`src/rtl/saturn_rstk_jump_unit.sv`:
```
// saturn_rstk_jump_unit
// Program counter, jump-offset assembler and circular return stack for the
// Saturn core. Sits between the instruction decoder and the bus fetch unit.
//
// Ports:
//   i_clk, i_reset          clock, synchronous active-high reset
//   i_clk_en                global enable; state frozen while low
//   i_inc_pc                advance PC by one
//   i_jump_start/len/rel/push  start a jump (offset length, relative, GOSUB)
//   i_nib_valid, i_nibble   offset nibbles, least significant first
//   i_rtn                   pop top of stack into PC
//   i_push_val/i_push_data  RSTK=C push
//   i_pop_val, o_pop_data   C=RSTK pop, data valid the cycle after the request
//   o_current_pc            program counter (fetch address)
//   o_jump_busy/done/err    jump FSM status; done/err are one-cycle pulses
//   o_depth, o_ovf, o_unf   stack occupancy and sticky overflow/underflow
//   i_dbg_ptr, o_dbg_val    combinational debug read of any stack entry
module saturn_rstk_jump_unit #(
  parameter int unsigned ADDR_W        = 20,
  parameter int unsigned RSTK_DEPTH    = 8,
  parameter int unsigned MAX_JUMP_NIBS = 5,
  localparam int unsigned PTR_W        = $clog2(RSTK_DEPTH)
) (
  input  logic              i_clk,
  input  logic              i_reset,
  input  logic              i_clk_en,
  input  logic              i_inc_pc,
  input  logic              i_jump_start,
  input  logic [2:0]        i_jump_len,
  input  logic              i_jump_rel,
  input  logic              i_jump_push,
  input  logic              i_nib_valid,
  input  logic [3:0]        i_nibble,
  input  logic              i_rtn,
  input  logic              i_push_val,
  input  logic [ADDR_W-1:0] i_push_data,
  input  logic              i_pop_val,
  output logic [ADDR_W-1:0] o_pop_data,
  output logic [ADDR_W-1:0] o_current_pc,
  output logic              o_jump_busy,
  output logic              o_jump_done,
  output logic              o_jump_err,
  output logic [PTR_W:0]    o_depth,
  output logic              o_ovf,
  output logic              o_unf,
  input  logic [PTR_W-1:0]  i_dbg_ptr,
  output logic [ADDR_W-1:0] o_dbg_val
);

  localparam int unsigned OFF_W      = 4 * MAX_JUMP_NIBS;
  localparam logic [2:0]  MAX_LEN    = 3'(MAX_JUMP_NIBS);
  localparam logic [PTR_W:0] DEPTH_FULL = (PTR_W+1)'(RSTK_DEPTH);

  typedef enum logic [1:0] {
    S_IDLE    = 2'd0,
    S_COLLECT = 2'd1,
    S_EXEC    = 2'd2
  } state_t;

  state_t state, state_n;

  logic [ADDR_W-1:0] pc;
  logic [ADDR_W-1:0] base;
  logic [OFF_W-1:0]  offset;
  logic [2:0]        len;
  logic [2:0]        cnt;
  logic              rel;
  logic              push_l;
  logic [ADDR_W-1:0] mem [RSTK_DEPTH];
  logic [PTR_W-1:0]  ptr;
  logic [PTR_W:0]    depth;
  logic              ovf;
  logic              unf;
  logic [ADDR_W-1:0] pop_data;
  logic              err_q;

  // Control decode from the FSM and the command strobes.
  logic jump_accept, nib_take, err_c;
  logic do_exec_push, do_rtn, do_pop, do_push;

  // Stack operation decode.
  logic              empty, full, swap, pop_op, push_op, unf_set;
  logic [ADDR_W-1:0] push_value;
  logic [PTR_W-1:0]  ptr_inc, ptr_dec;

  // Jump target.
  logic              sign;
  logic [OFF_W-1:0]  ext;
  logic [ADDR_W-1:0] target;

  // State register.
  always_ff @(posedge i_clk) begin
    if (i_reset) begin
      state <= S_IDLE;
    end else if (i_clk_en) begin
      state <= state_n;
    end
  end

  // Next state and arbitration between the PC and stack request sources.
  always_comb begin
    state_n      = state;
    jump_accept  = 1'b0;
    nib_take     = 1'b0;
    err_c        = 1'b0;
    do_exec_push = 1'b0;
    do_rtn       = 1'b0;
    do_pop       = 1'b0;
    do_push      = 1'b0;

    case (state)
      S_IDLE: begin
        if (i_jump_start) begin
          if (i_jump_len == 3'd0 || i_jump_len > MAX_LEN) begin
            err_c = 1'b1;
          end else begin
            jump_accept = 1'b1;
            state_n     = S_COLLECT;
          end
        end
      end
      S_COLLECT: begin
        if (i_jump_start) err_c = 1'b1;
        if (i_nib_valid) begin
          nib_take = 1'b1;
          if (cnt == len - 3'd1) state_n = S_EXEC;
        end
      end
      S_EXEC: begin
        if (i_jump_start) err_c = 1'b1;
        do_exec_push = push_l;
        state_n      = S_IDLE;
      end
      default: state_n = S_IDLE;
    endcase

    // A return competes with the PC load of a freshly accepted jump; the jump wins.
    if (i_rtn) begin
      if (state != S_IDLE || jump_accept) err_c = 1'b1;
      else                                do_rtn = 1'b1;
    end

    if (i_push_val || i_pop_val) begin
      if (do_exec_push || do_rtn) begin
        err_c = 1'b1;
      end else begin
        do_pop  = i_pop_val;
        do_push = i_push_val;
      end
    end
  end

  // Stack operation classification.
  always_comb begin
    empty      = (depth == '0);
    full       = (depth == DEPTH_FULL);
    // Combined push+pop on a non-empty stack replaces the top in place.
    swap       = do_pop & do_push & ~empty;
    pop_op     = (do_rtn | do_pop) & ~swap & ~empty;
    // On an empty stack a combined push+pop degrades to an underflowing pop
    // followed by an ordinary push.
    push_op    = (do_exec_push | do_push) & ~swap;
    unf_set    = (do_rtn | do_pop) & empty;
    push_value = do_exec_push ? pc : i_push_data;
    ptr_inc    = ptr + PTR_W'(1);
    ptr_dec    = ptr - PTR_W'(1);
  end

  // Offset sign extension from the latched length, then target formation.
  always_comb begin
    sign = 1'b0;
    ext  = '0;
    for (int n = 0; n < int'(MAX_JUMP_NIBS); n++) begin
      if (3'(n) == len - 3'd1) sign = offset[4*n+3];
    end
    for (int n = 0; n < int'(MAX_JUMP_NIBS); n++) begin
      if (3'(n) < len) ext[4*n +: 4] = offset[4*n +: 4];
      else             ext[4*n +: 4] = {4{sign}};
    end
    target = rel ? (base + ext[ADDR_W-1:0]) : ext[ADDR_W-1:0];
  end

  // PC, jump latches and offset assembly.
  always_ff @(posedge i_clk) begin
    if (i_reset) begin
      pc     <= '0;
      base   <= '0;
      offset <= '0;
      len    <= '0;
      cnt    <= '0;
      rel    <= 1'b0;
      push_l <= 1'b0;
    end else if (i_clk_en) begin
      if (state == S_EXEC) begin
        pc <= target;
      end else if (do_rtn) begin
        pc <= empty ? '0 : mem[ptr];
      end else if (i_inc_pc) begin
        pc <= pc + ADDR_W'(1);
      end

      if (jump_accept) begin
        len    <= i_jump_len;
        rel    <= i_jump_rel;
        push_l <= i_jump_push;
        base   <= pc;
        cnt    <= '0;
        offset <= '0;
      end

      if (nib_take) begin
        for (int n = 0; n < int'(MAX_JUMP_NIBS); n++) begin
          if (cnt == 3'(n)) offset[4*n +: 4] <= i_nibble;
        end
        cnt <= cnt + 3'd1;
      end
    end
  end

  // Return stack storage, pointer, occupancy and sticky flags.
  always_ff @(posedge i_clk) begin
    if (i_reset) begin
      for (int i = 0; i < int'(RSTK_DEPTH); i++) mem[i] <= '0;
      ptr      <= PTR_W'(RSTK_DEPTH - 1);
      depth    <= '0;
      ovf      <= 1'b0;
      unf      <= 1'b0;
      pop_data <= '0;
    end else if (i_clk_en) begin
      if (unf_set) begin
        unf <= 1'b1;
        if (do_pop) pop_data <= '0;
      end

      if (swap) begin
        pop_data <= mem[ptr];
        mem[ptr] <= i_push_data;
      end else if (pop_op) begin
        if (do_pop) pop_data <= mem[ptr];
        mem[ptr] <= '0;
        ptr      <= ptr_dec;
        depth    <= depth - (PTR_W+1)'(1);
      end else if (push_op) begin
        mem[ptr_inc] <= push_value;
        ptr          <= ptr_inc;
        if (full) ovf   <= 1'b1;
        else      depth <= depth + (PTR_W+1)'(1);
      end
    end
  end

  // Reject pulse, cleared whenever the enable is low.
  always_ff @(posedge i_clk) begin
    if (i_reset) err_q <= 1'b0;
    else         err_q <= i_clk_en & err_c;
  end

  assign o_current_pc = pc;
  assign o_pop_data   = pop_data;
  assign o_jump_busy  = (state != S_IDLE);
  assign o_jump_done  = (state == S_EXEC) & i_clk_en;
  assign o_jump_err   = err_q & i_clk_en;
  assign o_depth      = depth;
  assign o_ovf        = ovf;
  assign o_unf        = unf;
  assign o_dbg_val    = mem[i_dbg_ptr];

endmodule

```
`config.mk`:
```
export PLATFORM = sky130hd
export DESIGN_NAME = saturn_rstk_jump_unit
export DESIGN_NICKNAME = d
export VERILOG_FILES = /design/src/rtl/saturn_rstk_jump_unit.sv
export SDC_FILE = /design/constraint.sdc
export NUM_CORES = 1
export LEC_CHECK = 0
export BUFFER_PORTS_ARGS = -buffer_cell sky130_fd_sc_hd__buf_2
export CAP_MARGIN = 25
export CORE_MARGIN = 1.5
export CORE_UTILIZATION = 30
export CTS_BUF_LIST = sky130_fd_sc_hd__clkbuf_4 sky130_fd_sc_hd__clkbuf_8
export DETAILED_ROUTE_END_ITERATION = 6
export GPL_TIMING_DRIVEN = 0
export HOLD_SLACK_MARGIN = 0.15
export SYNTH_ARGS = -nofsm -noshare
export SYNTH_HDL_FRONTEND = slang
export SYNTH_SLANG_ARGS = --single-unit
export TNS_END_PERCENT = 20
```
`constraint.sdc`:
```
create_clock -name i_clk -period 11.63 [get_ports i_clk]
set_clock_uncertainty 0.1 [all_clocks]
set_input_delay 2.326 -clock i_clk [delete_from_list [all_inputs] [get_ports i_clk]]
set_output_delay 2.326 -clock i_clk [all_outputs]
set_load 0.01 [all_outputs]
```
## Word-level counts from Yosys, hierarchy flattened

Memories as Yosys holds them, arrays and structs flattened. A register that Yosys moved wholly into a read port is not among the register bits.
Cells that the tools add are included.

| word-level totals | value |
|---|---|
| input port bits | 41 |
| memory bits (writable) | 160 |
| word-level logic and storage cells | 171 |
| memories | 1 |
| register bits | 100 |

| operators by class | value |
|---|---|
| eq/ne operators | 17 |
| bitwise logic cells | 15 |
| order comparisons | 6 |
| add/subtract/negate cells | 8 |
| reduce and logical (&&, ||, !) cells | 24 |
| mux-type cells | 86 |

Memory list:

| memory | depth | width | read ports | clocked after Yosys merged registers in | write ports | RTL line | text |
|---|---|---|---|---|---|---|---|
| mem | 8 | 20 | 2 | 1 | 8 | 69 | `logic [ADDR_W-1:0] mem [RSTK_DEPTH];` |

Operators by type and width:

| operator | number |
|---|---|
| 20-bit two-way mux | 16 |
| 4-bit two-way mux | 13 |
| 1-bit two-way mux | 43 |
| 20-bit OR reduction | 2 |
| 3-bit two-way mux | 8 |
| 20-bit by 1-bit adder with 20-bit output, second input constant | 1 |
| 20-bit adder | 1 |
| 5-bit AND reduction | 2 |
| 1-bit bitwise AND | 9 |
| 3-bit zero test | 3 |
| 2-bit two-way mux | 4 |
| 2-bit != test, second input constant | 4 |
| 2-bit AND reduction | 4 |
| 3-bit by 1-bit adder with 3-bit output, second input constant | 2 |
| 2-bit by 3-bit equality test with 1-bit output, first input constant | 2 |
| 3-bit by 2-bit equality test with 1-bit output, second input constant | 2 |
| 1-bit by 3-bit < comparator with 1-bit output, first input constant | 2 |
| 2-bit by 3-bit < comparator with 1-bit output, first input constant | 2 |
| 2-bit nonzero test | 3 |
| 3-bit by 1-bit subtractor with 3-bit output, second input constant | 2 |
| 4-bit by 1-bit adder with 4-bit output, second input constant | 1 |
| 4-bit equality test, second input constant | 1 |
| 4-bit zero test | 1 |
| 1-bit logical OR | 4 |
| 20 further kinds | 24 |

## Logic depth before layout (Yosys ltp)

| depth | value |
|---|---|
| depth in word-level cells | 25 |
| mapped depth | 17 |
| gate-level depth less buffers | 17 |

## Least setup slack after synthesis

Ideal clock, no wire load.

| path | value |
|---|---|
| kind | input-to-output |
| start | input i_dbg_ptr[0] |
| end | output o_dbg_val[0] |
| arrival | 3.842 ns |
| required time | 9.204 ns |
| cell stages on the path | 4 |
| path slack | 5.362 ns |
| path buffers | 2 |
| cells stage by stage | clkbuf_1 -> buf_1 -> mux4_2 -> mux2_2 |

| on the way | value |
|---|---|
| cells in the longest elaborated chain, start to end | 1 |

Ends and longest elaborated chain:

| element | RTL line | text |
|---|---|---|
| start: declaration | 46 | `input logic [PTR_W-1:0] i_dbg_ptr,` |
| memory read 8 x 20 bit | n/a |  |
| end: declaration | 47 | `output logic [ADDR_W-1:0] o_dbg_val` |

No other way between the ends.

## Final worst setup path

| path | value |
|---|---|
| start | input i_dbg_ptr[0] |
| end | output o_dbg_val[12] |

Same word-level chain as after synthesis.

==> run summary <==
The flow ran to the end, and the final reports show no timing, DRC or antenna violations. The sequential fraction of the synthesis area came out at between 40% and 50%. The HPWL after detailed placement is roughly 38000 µm.

Yosys mapped a number of flops with a built-in enable equal to 160. The kind of cell with the highest combined delay along the critical path is buffers and inverters. The number of slew-limit violations in the final report is 0. Setup repair after global routing left no endpoint under its margin. The commonest cells after synthesis are 254 x sky130_fd_sc_hd__nor2_1, 212 x sky130_fd_sc_hd__nand2_1, 160 x sky130_fd_sc_hd__edfxtp_1, 103 x sky130_fd_sc_hd__dfxtp_1, 98 x sky130_fd_sc_hd__a21oi_1.

TritonCTS built the clock tree. The final-report setup violation count came out at 0. The synthesized design spends more area on one cell type than any other, namely sky130_fd_sc_hd__edfxtp_1. The relative slew slack came out at a little under a third.

Summing every instance area after synthesis gives approximately 0.015 mm². The starting density of the core came out at a little under a third. The critical setup path kind is primary input to primary output.

The initial antenna violation count came out at 3. The mean routed wirelength per cell is around 22 µm. The count of cells resized by post-cts repair is 0. The number of core rows came out at slightly above 80. After filler insertion, the fill cell instance count of the layout stands at between 5000 and 6000. The number of top-level pins is 110. The synthesis-to-finish area growth is 16.7%. STA puts the critical path data arrival time at 4.19 ns.

The fraction of synthesized cell area taken by the top area cell type is approximately a third. The placer's final routability congestion estimate came out at approximately 0.94. The count of input and output buffers came out at roughly 110. The number of vias in the routed layout came out at 12339.

The number of CTS-inserted buffers came out at 47. The share of flip-flops with an asynchronous set or reset came out at 0%. The H-tree generated during clock tree synthesis spans 2 levels. The die covers around 0.051 mm². The CTS sink count came out at ~260. The maximum cell stage delay along the critical path is approximately 0.51 ns. The synthesized instance count is 1459. The clock root buffer is sky130_fd_sc_hd__clkbuf_8.

After layout, the worst path uses 56.8% of the clock period. The actual slew at the worst max-slew pin came out at around 1.0 ns. The largest individual stage delay along the critical path comes from the cell sky130_fd_sc_hd__mux4_2. The clock reaches the later pin of the worst-skew pair after about 0.6 ns. The first-pass GRT wire length is 75600 µm. The total wire length after detailed routing came out at slightly above 50000 µm. The final core utilization came out at 35.4%.

The proportion of layout cells with a drive suffix above 1 is about a fifth. The number of nets still failing antenna checks after routing came out at 0. Counting distinct cell types in the post-synthesis netlist gives between 60 and 70. The via density per instance came out at 5.32. The cts-stage hold buffer count came out at 0. The critical path starts at i_dbg_ptr[0]. The number of design-rule violations left by the first detailed-router iteration is between 1000 and 1500. The biggest fanout along the worst timing path is 6. The leakage power of the design came out at between 6 and 7 nW. The worst path in the final design needs a cycle of about 6.6 ns, including I/O delays and setup. The largest net degree at the start of global routing is 21. Before antenna repair, the detailed router went through 5 iterations. The fmax is 151 MHz. The net count of the finished layout came out at 1701.

The critical path launch point type is a primary input. The critical path buffer and inverter count is 4. The post-synthesis area per instance is roughly 10 µm². The height of the die came out at ~230 µm. After detailed routing, the number of remaining DRC violations is 0. The number of nets in the synthesized netlist is roughly 1500. In this run the horizontal extent of the chip is around 230 µm. The highest ir drop seen on vdd is ~0.077 mV. The longest clock path from root to sink contains 3 buffers.

The startpoint identified for the worst register-to-register timing path is len[0]$_SDFFE_PP0P_. The total global routing overflow came out at 0. Traced cell by cell, the critical path runs through clkbuf_1 > buf_1 > buf_6 > mux4_2 > mux2_2 > buf_2. The worst hold margin came out at between 0.3 and 0.4 ns. The area of the core came out at slightly below 0.05 mm². In this run the post-CTS setup repair buffer count came out at 0.

The final hold violation count is 0. During synthesis, Yosys emitted a total of 0 warnings. The library cell with the highest instance count after synthesis is sky130_fd_sc_hd__nor2_1.

The post-synthesis sequential element count is between 200 and 300. The worst setup path is captured at a primary output. The power per unit of standard cell area came out at 150 mW/mm². The commonest register cell after synthesis is sky130_fd_sc_hd__edfxtp_1. The clock-pin slew reported for the worst setup and hold paths after clock tree synthesis came out at about 0.06 ns. The number of global-route vias before repair came out at 12129. By area the synthesized netlist is led by sky130_fd_sc_hd__edfxtp_1 32%, sky130_fd_sc_hd__dfxtp_1 14%, sky130_fd_sc_hd__mux4_2 12%. The count of maximum capacitance violations came out at 0. The worst hold path belongs to the class flip-flop to flip-flop. The post-route setup TNS is 0 ns. The global-route total usage across every layer is between 20 and 25%.

The required arrival time at the worst endpoint is slightly above 9 ns.
## final timing paths
kind                                                      end  slack, ns  depth (start not counted)
worst min-delay path                                flip-flop       0.36                          2
worst min register to register                      flip-flop       0.36                          2
worst max-delay path                            o_dbg_val[12]       5.02                          6
worst max register to register  o_current_pc[16]$_SDFFE_PP0P_       6.82                         17
## worst register-to-register path, stage by stage, from the launching register on
cell,delay (ns)
sky130_fd_sc_hd__dfxtp_1,0.53
sky130_fd_sc_hd__inv_1,0.14
sky130_fd_sc_hd__ha_1,0.26
sky130_fd_sc_hd__a211oi_1,0.21
sky130_fd_sc_hd__o21ai_0,0.17
sky130_fd_sc_hd__a31o_2,0.29
sky130_fd_sc_hd__nand2b_1,0.19
sky130_fd_sc_hd__o21a_1,0.16
sky130_fd_sc_hd__ha_1,0.23
sky130_fd_sc_hd__fa_1,0.47
sky130_fd_sc_hd__a211o_1,0.29
sky130_fd_sc_hd__o211ai_1,0.19
sky130_fd_sc_hd__a211oi_1,0.22
sky130_fd_sc_hd__nor3_1,0.37
sky130_fd_sc_hd__nor3_1,0.12
sky130_fd_sc_hd__or4_1,0.49
sky130_fd_sc_hd__a21oi_1,0.22
sky130_fd_sc_hd__o41ai_1,0.09
## sequential cells by signal, summed over array words and instances (netlist names), named ones only
name,flops
o_unf,1
push_l,1
cnt,3
err_q,1
o_pop_data,1
rel,1
base,20
o_current_pc,20
offset,20
mem,160
state,2
o_ovf,1
ptr,3
o_depth,4
len,3
## power by group
| group | switching (mW) | internal (mW) | leakage (nW) | total, mW |
|---|---|---|---|---|
| sequential | 0.0378 | 1.04 | 2.49 | 1.08 |
| clock | 0.414 | 0.475 | 0.502 | 0.890 |
| combinational | 0.413 | 0.223 | 3.48 | 0.636 |
## layer usage
layer,up-vias,global-route usage (%),wire length (µm)
li1,5631,-,-
met3,110,5.29,5190
met4,4,6.99,1710
met5,-,0,23
met1,6012,25.9,20800
met2,582,33.1,24100
## layout make-up
cell class	instances	area, µm²	share of cell area, %
antenna	1	2.50	0.0144
buffer	97	417	2.40
clock buffer	71	865	4.98
clock inverter	15	78.8	0.454
inverter	32	120	0.692
multi-input combinational	1067	7530	43.4
sequential	263	6870	39.6
tap	664	831	4.79
timing repair buffer	111	637	3.67
## kinds of logic (layout without fill, tap and decap cells)
logic type	count (synthesis)	count (layout)	synth area share (%)
AOI/OAI and AO/OA	272	272	11.9
xor gates and xnor gates	39	39	2.30
adders and majority gates	41	41	3.55
buffers and inverters	129	326	3.61
DFF	263	263	46.2
muxes	134	134	15.9
other	0	1	0
and+or+nand+nor	581	581	16.4
## placed cells by master (no fill, tap or decap), types with 39 or more instances in the layout
| cell type | n |
|---|---|
| sky130_fd_sc_hd__a21oi_1 | 98 |
| sky130_fd_sc_hd__buf_2 | 123 |
| sky130_fd_sc_hd__clkbuf_1 | 70 |
| sky130_fd_sc_hd__clkbuf_8 | 53 |
| sky130_fd_sc_hd__dfxtp_1 | 103 |
| sky130_fd_sc_hd__edfxtp_1 | 160 |
| sky130_fd_sc_hd__ha_1 | 39 |
| sky130_fd_sc_hd__mux4_2 | 80 |
| sky130_fd_sc_hd__nand2_1 | 212 |
| sky130_fd_sc_hd__nand3_1 | 40 |
| sky130_fd_sc_hd__nor2_1 | 254 |
## stage by stage
stage | instances | area [µm²] | worst slack, ns | total power [mW]
final | 2321 | 17300 | 5.02 | 2.60
after global routing | 2321 | 17300 | 4.88 | 2.70
after CTS | 2318 | 17300 | 4.82 | 2.60
after detailed placement | 2232 | 16400 | 4.82 | 1.72
after global placement | 2228 | 16200 | 4.56 | 1.71
after floorplan | 1459 | 14900 | 5.36 | 1.48
Note: power is estimated with default switching activity, not from simulation.
